$ cat src/rtl/muldiv_pkg.sv
// muldiv_pkg: shared types and constants for the iterative multiply/divide unit.
//   muldiv_op_t    - operation encoding presented on the op port
//   muldiv_state_t - sequencing states of muldiv_unit
//   MULDIV_ITER    - add/subtract steps per operation
//   MULDIV_CNT_W   - width of the step counter
package muldiv_pkg;

  typedef enum logic [1:0] {
    OP_MULT  = 2'b00,
    OP_MULTU = 2'b01,
    OP_DIV   = 2'b10,
    OP_DIVU  = 2'b11
  } muldiv_op_t;

  typedef enum logic [1:0] {
    ST_IDLE,
    ST_PREP,
    ST_RUN,
    ST_FIXUP
  } muldiv_state_t;

  localparam int unsigned MULDIV_ITER  = 32;
  localparam int unsigned MULDIV_CNT_W = 5;

endpackage

$ cat src/rtl/muldiv_addsub.sv
// muldiv_addsub: W-bit add/subtract slice shared by the multiply and divide steps.
//   a, b      - operands
//   sub       - 0: a + b, 1: a - b (a + ~b + 1)
//   result    - low W bits of the sum
//   carry_out - carry from bit W-1; for subtraction 1 means a >= b (no borrow)
module muldiv_addsub #(
  parameter int unsigned W = 33
) (
  input  logic [W-1:0] a,
  input  logic [W-1:0] b,
  input  logic         sub,
  output logic [W-1:0] result,
  output logic         carry_out
);

  logic [W-1:0] b_eff;
  logic [W:0]   sum;

  always_comb begin
    b_eff = sub ? ~b : b;
    sum   = {1'b0, a} + {1'b0, b_eff} + {{W{1'b0}}, sub};
  end

  assign result    = sum[W-1:0];
  assign carry_out = sum[W];

endmodule

$ cat src/rtl/muldiv_unit.sv
// muldiv_unit: iterative MIPS multiply/divide unit with its own HI/LO pair.
// One add/subtract step per cycle through a (WIDTH+1)-bit slice; latency 34
// cycles from the start edge, 2 cycles for divide-by-zero.
// Build option: define MULDIV_DIV_EN to implement DIV/DIVU; otherwise divide
// ops complete on the short path with HI/LO unchanged and no flag.
// Ports:
//   clk, reset (async, active-high)
//   start, op, operand_a, operand_b - launch an operation (honoured in IDLE)
//   mthi, mtlo, wdata                - direct HI/LO writes (honoured in IDLE)
//   busy                             - high in every state except IDLE
//   done, div_by_zero                - registered completion pulse and flag
//   hi, lo                           - registered HI/LO
module muldiv_unit
  import muldiv_pkg::*;
#(
  parameter int unsigned WIDTH = 32
) (
  input  logic             clk,
  input  logic             reset,
  input  logic             start,
  input  logic [1:0]       op,
  input  logic [WIDTH-1:0] operand_a,
  input  logic [WIDTH-1:0] operand_b,
  input  logic             mthi,
  input  logic             mtlo,
  input  logic [WIDTH-1:0] wdata,
  output logic             busy,
  output logic             done,
  output logic             div_by_zero,
  output logic [WIDTH-1:0] hi,
  output logic [WIDTH-1:0] lo
);

  muldiv_state_t           state_q, state_d;
  muldiv_op_t              op_q, op_d;
  logic [MULDIV_CNT_W-1:0] cnt_q, cnt_d;
  // hw: accumulator (mult) / partial remainder (div)
  // lw: multiplier (mult) / dividend shifting into quotient (div)
  // addend: multiplicand (mult) / divisor (div)
  logic [WIDTH-1:0]        hw_q, hw_d, lw_q, lw_d, addend_q, addend_d;
  logic                    neg_q, neg_d;
  logic                    skip_q, skip_d;
  logic                    done_q, done_d;
  logic                    dbz_q, dbz_d;
  logic [WIDTH-1:0]        hi_q, hi_d, lo_q, lo_d;
`ifdef MULDIV_DIV_EN
  logic                    rem_neg_q, rem_neg_d;
`endif

  logic                    is_div, is_signed;
  logic [WIDTH-1:0]        mag_a, mag_b;
  logic [WIDTH:0]          add_a, add_b, add_res, step_t;
  logic                    add_co;
  logic [2*WIDTH-1:0]      prod;

  assign is_div    = op_q[1];
  assign is_signed = ~op_q[0];

  // Divide shifts the next dividend bit into the trial remainder before subtracting.
  assign add_a = is_div ? {hw_q, lw_q[WIDTH-1]} : {1'b0, hw_q};
  assign add_b = {1'b0, addend_q};

  muldiv_addsub #(.W(WIDTH + 1)) u_addsub (
    .a         (add_a),
    .b         (add_b),
    .sub       (is_div),
    .result    (add_res),
    .carry_out (add_co)
  );

`ifndef MULDIV_DIV_EN
  logic unused_add_co;
  assign unused_add_co = add_co;
`endif

  always_comb begin
    state_d  = state_q;
    op_d     = op_q;
    cnt_d    = cnt_q;
    hw_d     = hw_q;
    lw_d     = lw_q;
    addend_d = addend_q;
    neg_d    = neg_q;
    skip_d   = skip_q;
    done_d   = 1'b0;
    dbz_d    = 1'b0;
    hi_d     = hi_q;
    lo_d     = lo_q;
`ifdef MULDIV_DIV_EN
    rem_neg_d = rem_neg_q;
`endif
    mag_a  = (is_signed && addend_q[WIDTH-1]) ? -addend_q : addend_q;
    mag_b  = (is_signed && lw_q[WIDTH-1]) ? -lw_q : lw_q;
    step_t = lw_q[0] ? add_res : {1'b0, hw_q};
    prod   = neg_q ? -{hw_q, lw_q} : {hw_q, lw_q};

    unique case (state_q)
      ST_IDLE: begin
        if (mthi) hi_d = wdata;
        if (mtlo) lo_d = wdata;
        if (start) begin
          state_d  = ST_PREP;
          op_d     = muldiv_op_t'(op);
          addend_d = operand_a;   // raw operands parked until PREP
          lw_d     = operand_b;
        end
      end
      ST_PREP: begin
        neg_d = is_signed & (addend_q[WIDTH-1] ^ lw_q[WIDTH-1]);
        hw_d  = '0;
        cnt_d = MULDIV_CNT_W'(MULDIV_ITER - 1);
        if (is_div) begin
`ifdef MULDIV_DIV_EN
          rem_neg_d = is_signed & addend_q[WIDTH-1];
          addend_d  = mag_b;
          lw_d      = mag_a;
          skip_d    = (lw_q == '0);
          state_d   = (lw_q == '0) ? ST_FIXUP : ST_RUN;
`else
          skip_d    = 1'b1;
          state_d   = ST_FIXUP;
`endif
        end else begin
          addend_d = mag_a;
          lw_d     = mag_b;
          skip_d   = 1'b0;
          state_d  = ST_RUN;
        end
      end
      ST_RUN: begin
`ifdef MULDIV_DIV_EN
        if (is_div) begin
          if (add_co) begin
            hw_d = add_res[WIDTH-1:0];
            lw_d = {lw_q[WIDTH-2:0], 1'b1};
          end else begin
            hw_d = add_a[WIDTH-1:0];
            lw_d = {lw_q[WIDTH-2:0], 1'b0};
          end
        end else
`endif
        begin
          hw_d = step_t[WIDTH:1];
          lw_d = {step_t[0], lw_q[WIDTH-1:1]};
        end
        if (cnt_q == '0) begin
          state_d = ST_FIXUP;
        end else begin
          cnt_d = cnt_q - 1'b1;
        end
      end
      ST_FIXUP: begin
        state_d = ST_IDLE;
        done_d  = 1'b1;
        if (skip_q) begin
`ifdef MULDIV_DIV_EN
          dbz_d = 1'b1;
`endif
        end else if (is_div) begin
`ifdef MULDIV_DIV_EN
          hi_d = rem_neg_q ? -hw_q : hw_q;
          lo_d = neg_q ? -lw_q : lw_q;
`endif
        end else begin
          hi_d = prod[2*WIDTH-1:WIDTH];
          lo_d = prod[WIDTH-1:0];
        end
      end
      default: state_d = ST_IDLE;
    endcase
  end

  always_ff @(posedge clk or posedge reset) begin
    if (reset) begin
      state_q   <= ST_IDLE;
      op_q      <= OP_MULT;
      cnt_q     <= '0;
      hw_q      <= '0;
      lw_q      <= '0;
      addend_q  <= '0;
      neg_q     <= 1'b0;
      skip_q    <= 1'b0;
      done_q    <= 1'b0;
      dbz_q     <= 1'b0;
      hi_q      <= '0;
      lo_q      <= '0;
`ifdef MULDIV_DIV_EN
      rem_neg_q <= 1'b0;
`endif
    end else begin
      state_q   <= state_d;
      op_q      <= op_d;
      cnt_q     <= cnt_d;
      hw_q      <= hw_d;
      lw_q      <= lw_d;
      addend_q  <= addend_d;
      neg_q     <= neg_d;
      skip_q    <= skip_d;
      done_q    <= done_d;
      dbz_q     <= dbz_d;
      hi_q      <= hi_d;
      lo_q      <= lo_d;
`ifdef MULDIV_DIV_EN
      rem_neg_q <= rem_neg_d;
`endif
    end
  end

  assign busy        = (state_q != ST_IDLE);
  assign done        = done_q;
  assign div_by_zero = dbz_q;
  assign hi          = hi_q;
  assign lo          = lo_q;

endmodule

$ cat config.mk
export PLATFORM = sky130hd
export DESIGN_NAME = muldiv_unit
export DESIGN_NICKNAME = d
export VERILOG_FILES = /design/src/rtl/muldiv_pkg.sv /design/src/rtl/muldiv_addsub.sv /design/src/rtl/muldiv_unit.sv
export SDC_FILE = /design/constraint.sdc
export NUM_CORES = 1
export LEC_CHECK = 0
export CAP_MARGIN = 20
export CORE_AREA = 5 5 154 156
export DETAILED_ROUTE_END_ITERATION = 10
export DIE_AREA = 0 0 159 161
export GPL_ROUTABILITY_DRIVEN = 0
export GPL_TIMING_DRIVEN = 0
export PLACE_DENSITY = 0.84
export SYNTH_ARGS = -nofsm -noshare
export SYNTH_HDL_FRONTEND = slang
export SYNTH_SLANG_ARGS = --single-unit
$ cat constraint.sdc
create_clock -name clk -period 6.65 [get_ports clk]
set_clock_uncertainty 0.05 [all_clocks]
set_input_delay 1.33 -clock clk [delete_from_list [all_inputs] [get_ports clk]]
set_output_delay 1.33 -clock clk [all_outputs]
set_load 0.005 [all_outputs]
==> out/qor.log <==
[logic_synthesis] number of enable-type register cells in the synthesized netlist 0
[final_layout] share of post-route cells with drive strength above 1 4.82%
[clocking] root buffer cell sky130_fd_sc_hd__clkbuf_16
[timing] headroom to the max-slew limit 38.4%
[logic_synthesis] Synth async-reset ratio 100%
[final_layout] Final Instance Count excl. Fillers 1946
[timing] endpoints failing setup 0
[floorplan] overall die area 0.0256 mm2
[logic_synthesis] combined area of all synthesized cells 0.0122 mm2
[critical_path] WP data required 6.97 ns
[min_path] class of the most critical hold timing path reg -> reg
[logic_synthesis] number of distinct library cells after synthesis 73
[clocking] count of buffers added by post-CTS timing repair for setup 0
[clocking] clock tree from TritonCTS yes
[power] leakage 6.27 nW
[clocking] Max Root-Sink Buffers 2
[logic_synthesis] Synth top area share 35.3%
[timing] number of max-slew violations in the final report 0
[logic_synthesis] instance count of the mapped netlist 1459
[power] VDD IR max 0.289 mV
[logic_synthesis] syn_nets 1602
[final_layout] Syn-to-layout area delta 21.9%
[logic_synthesis] area leader, netlist sky130_fd_sc_hd__dfrtp_1
[place] Port-buffer cells 168
[timing] share of the cycle needed by the critical path after routing 85.2%
[logic_synthesis] prevailing post-synth register cell sky130_fd_sc_hd__dfrtp_1
[final_layout] commonest non-fill, non-tap cell in the layout sky130_fd_sc_hd__o21ai_0
[run_status] violated checks DRC
[floorplan] core footprint 0.0222 mm2
[clocking] CTS H-tree lvls 4
[grt] first-pass GRT wire length 63.5 mm
[critical_path] number of cell instances on the worst register-to-register path 15
[routing] detail-routed net length per standard cell 20.4 um
[grt] number of global-route vias before repair 11900
[final_layout] most frequent cells in the layout 189 x sky130_fd_sc_hd__o21ai_0, 172 x sky130_fd_sc_hd__dfrtp_1, 168 x sky130_fd_sc_hd__clkdlybuf4s50_1
[critical_path] arrival time of data at the critical path endpoint 5.98 ns
[critical_path] nature of the critical path endpoint flop
[routing] count of antenna-violating nets left after detailed routing 0
[place] number of instances in the placed design 1913
[critical_path] classification of the worst setup path reg -> reg
[routing] Via Count 12500
[routing] iteration count of the initial detailed-routing pass 10
[power] power density over the cells 635 mW/mm2
[clocking] number of hold-repair buffers added at the cts stage 0
[floorplan] I/O pin total 170
[clocking] clock slew at the register clock pins of the worst setup and hold paths 0.07 ns
[clocking] Post-CTS Resized 0
[critical_path] origin of the worst setup path op_q[1]
[logic_synthesis] main area contributors after synthesis sky130_fd_sc_hd__dfrtp_1 35%, sky130_fd_sc_hd__o21ai_0 7.8%, sky130_fd_sc_hd__nand2_1 5.1%
[floorplan] Vert. Die Dim 161 um
[timing] accumulated negative setup slack 0 ns
[flow_run] number of violations of the max-capacitance limit 0
[final_layout] number of antenna diodes 0
[critical_path] CP startpoint kind flop
[critical_path] launching point of the worst reg2reg path op_q[1]
[routing] violation count after the first detailed-routing iteration 1392
[logic_synthesis] number of register bits inferred by synthesis 172
[grt] GRT Util Overall 30.1%
[grt] pin count of the biggest net entering global routing 90
[routing] Total Wirelength 39.7 mm
[timing] transition time at the pin with the least slew margin 0.913 ns
[logic_synthesis] total number of yosys warnings 0
[min_path] start point of the worst hold path cnt_q[0]
[min_path] number of cells on the worst hold path 1
[place] sum of net half-perimeters after detailed placement 30.1 mm
[final_layout] Nets 1791
[floorplan] die width 159 um
[floorplan] total number of placement rows 55
[grt] total gr overflow 0
[grt] antenna violations before repair 0
[clocking] clock sinks 172
[routing] per-cell via count in the routed design 6.43
[timing] hold violation count in the final report 0
[routing] DRC errors left 1
[clocking] clock network latency to the later pin of the worst-skew pair 0.44 ns
[timing] unrepaired setup endpoints after global routing no
[logic_synthesis] sequential fraction of the synthesis area 35.3%
[timing] crit path time final 5.66 ns
[logic_synthesis] mean instance size in the synthesized netlist 8.35 um2
[floorplan] Initial Utilization 54.8%
[clocking] CTS buffer count 17
[run_status] status finished with violations
[critical_path] largest driver fanout on the critical path 10
[timing] maximum frequency from static timing analysis 177 MHz
==> flip-flops by register name, summed over array words and instances, names as in the netlist <==
register	count
state_q	2
skip_q	1
lw_q	32
neg_q	1
hi	32
addend_q	32
lo	32
hw_q	32
done	1
op_q	2
cnt_q	5
==> final cells by class <==
type / instances / area [um2]
buffer: 104 / 423
clock buffer: 17 / 425
clock inverter: 15 / 166
fill: 1798 / 7380
inverter: 49 / 191
multi-input combinational: 1134 / 7270
sequential: 172 / 4300
tap: 285 / 357
timing repair buffer: 170 / 1720
==> per-stage QoR <==
| step | hold slack (ns) | setup slack [ns] | util, % | power [W] | cell area (um2) |
|---|---|---|---|---|---|
| after global routing | 0.439 | 0.574 | 66.8 | 0.0101 | 14900 |
| final | 0.417 | 0.987 | 66.8 | 0.00943 | 14900 |
| after global placement | 0.407 | -1.84 | 64.0 | 0.00802 | 14200 |
| after detailed placement | 0.409 | 1.15 | 64.1 | 0.00822 | 14300 |
| after floorplan | 0.387 | 0.610 | - | 0.00628 | 12200 |
| after CTS | 0.419 | 1.10 | 66.8 | 0.00927 | 14800 |
==> cell usage after synthesis (all sizes together), types with 2 or more instances <==
cell type	count
xnor2	53
and3	40
o311ai	8
a221oi	25
o221ai	3
or4	10
a211oi	31
o21a	2
clkbuf	88
a21oi	73
ha	39
a22o	10
o211ai	9
or3	36
o41ai	13
nand2	164
o22ai	50
dfrtp	172
a221o	9
o31ai	17
or2	6
nor2b	2
mux2i	24
inv	49
nand2b	9
o21ai	197
o221a	2
nand4	3
buf	16
xor2	65
o21bai	6
nand3	29
mux2	13
nor3	12
a31o	2
nor2	88
nor4	6
or3b	2
a31oi	4
o2bb2ai	3
a32oi	5
a21o	48
==> logic make-up after synthesis <==
group | synth area share [%]
AO/OA/AOI/OAI | 27.5
AND/OR/NAND/NOR | 16.3
flip-flops | 35.3
buffers and inverters | 4.98
XOR/XNOR | 8.49
adder cells (fa/ha/maj) | 4.17
multiplexers | 3.17
other | 0.0308
==> worst max-delay path, cell delays in order (launching register included) <==
cell	delay, ns
sky130_fd_sc_hd__dfrtp_1	0.48
sky130_fd_sc_hd__clkbuf_1	0.48
sky130_fd_sc_hd__buf_1	0.44
sky130_fd_sc_hd__clkbuf_1	0.41
sky130_fd_sc_hd__o21ai_0	0.24
sky130_fd_sc_hd__fa_1	0.49
sky130_fd_sc_hd__a21o_1	0.22
sky130_fd_sc_hd__a221o_1	0.39
sky130_fd_sc_hd__a221oi_1	0.45
sky130_fd_sc_hd__a21oi_1	0.21
sky130_fd_sc_hd__a21oi_1	0.32
sky130_fd_sc_hd__o31a_1	0.31
sky130_fd_sc_hd__o41ai_1	0.16
sky130_fd_sc_hd__a221oi_1	0.43
sky130_fd_sc_hd__mux2_2	0.39
sky130_fd_sc_hd__o2bb2ai_1	0.13
==> routing by layer <==
layer	global-route usage [%]	wire, um	vias to the layer above	part of all wire [%]
li1	-	-	5724	-
met1	39.7	15700	5825	40
met2	46.4	17500	813	44
met3	7.12	4240	159	11
met4	15.5	2290	0	5.8
met5	0	0	-	0
==> where the power goes <==
part	switching [W]	internal, W
clock network	0.000517	0.000507
registers	0.000578	0.00157
logic	0.00371	0.00254
==> worst paths after layout <==
kind / to / slack (ns)
worst max-delay path: hw_q[31] / 0.99
worst min-delay path: cnt_q[0] / 0.42
worst max register to register: hw_q[31] / 0.99
worst min register to register: cnt_q[0] / 0.42
max in group asynchronous: hi[4] / 4.32
min in group asynchronous: lw_q[8] / 1.34
Power figures use the tool's default switching activity.
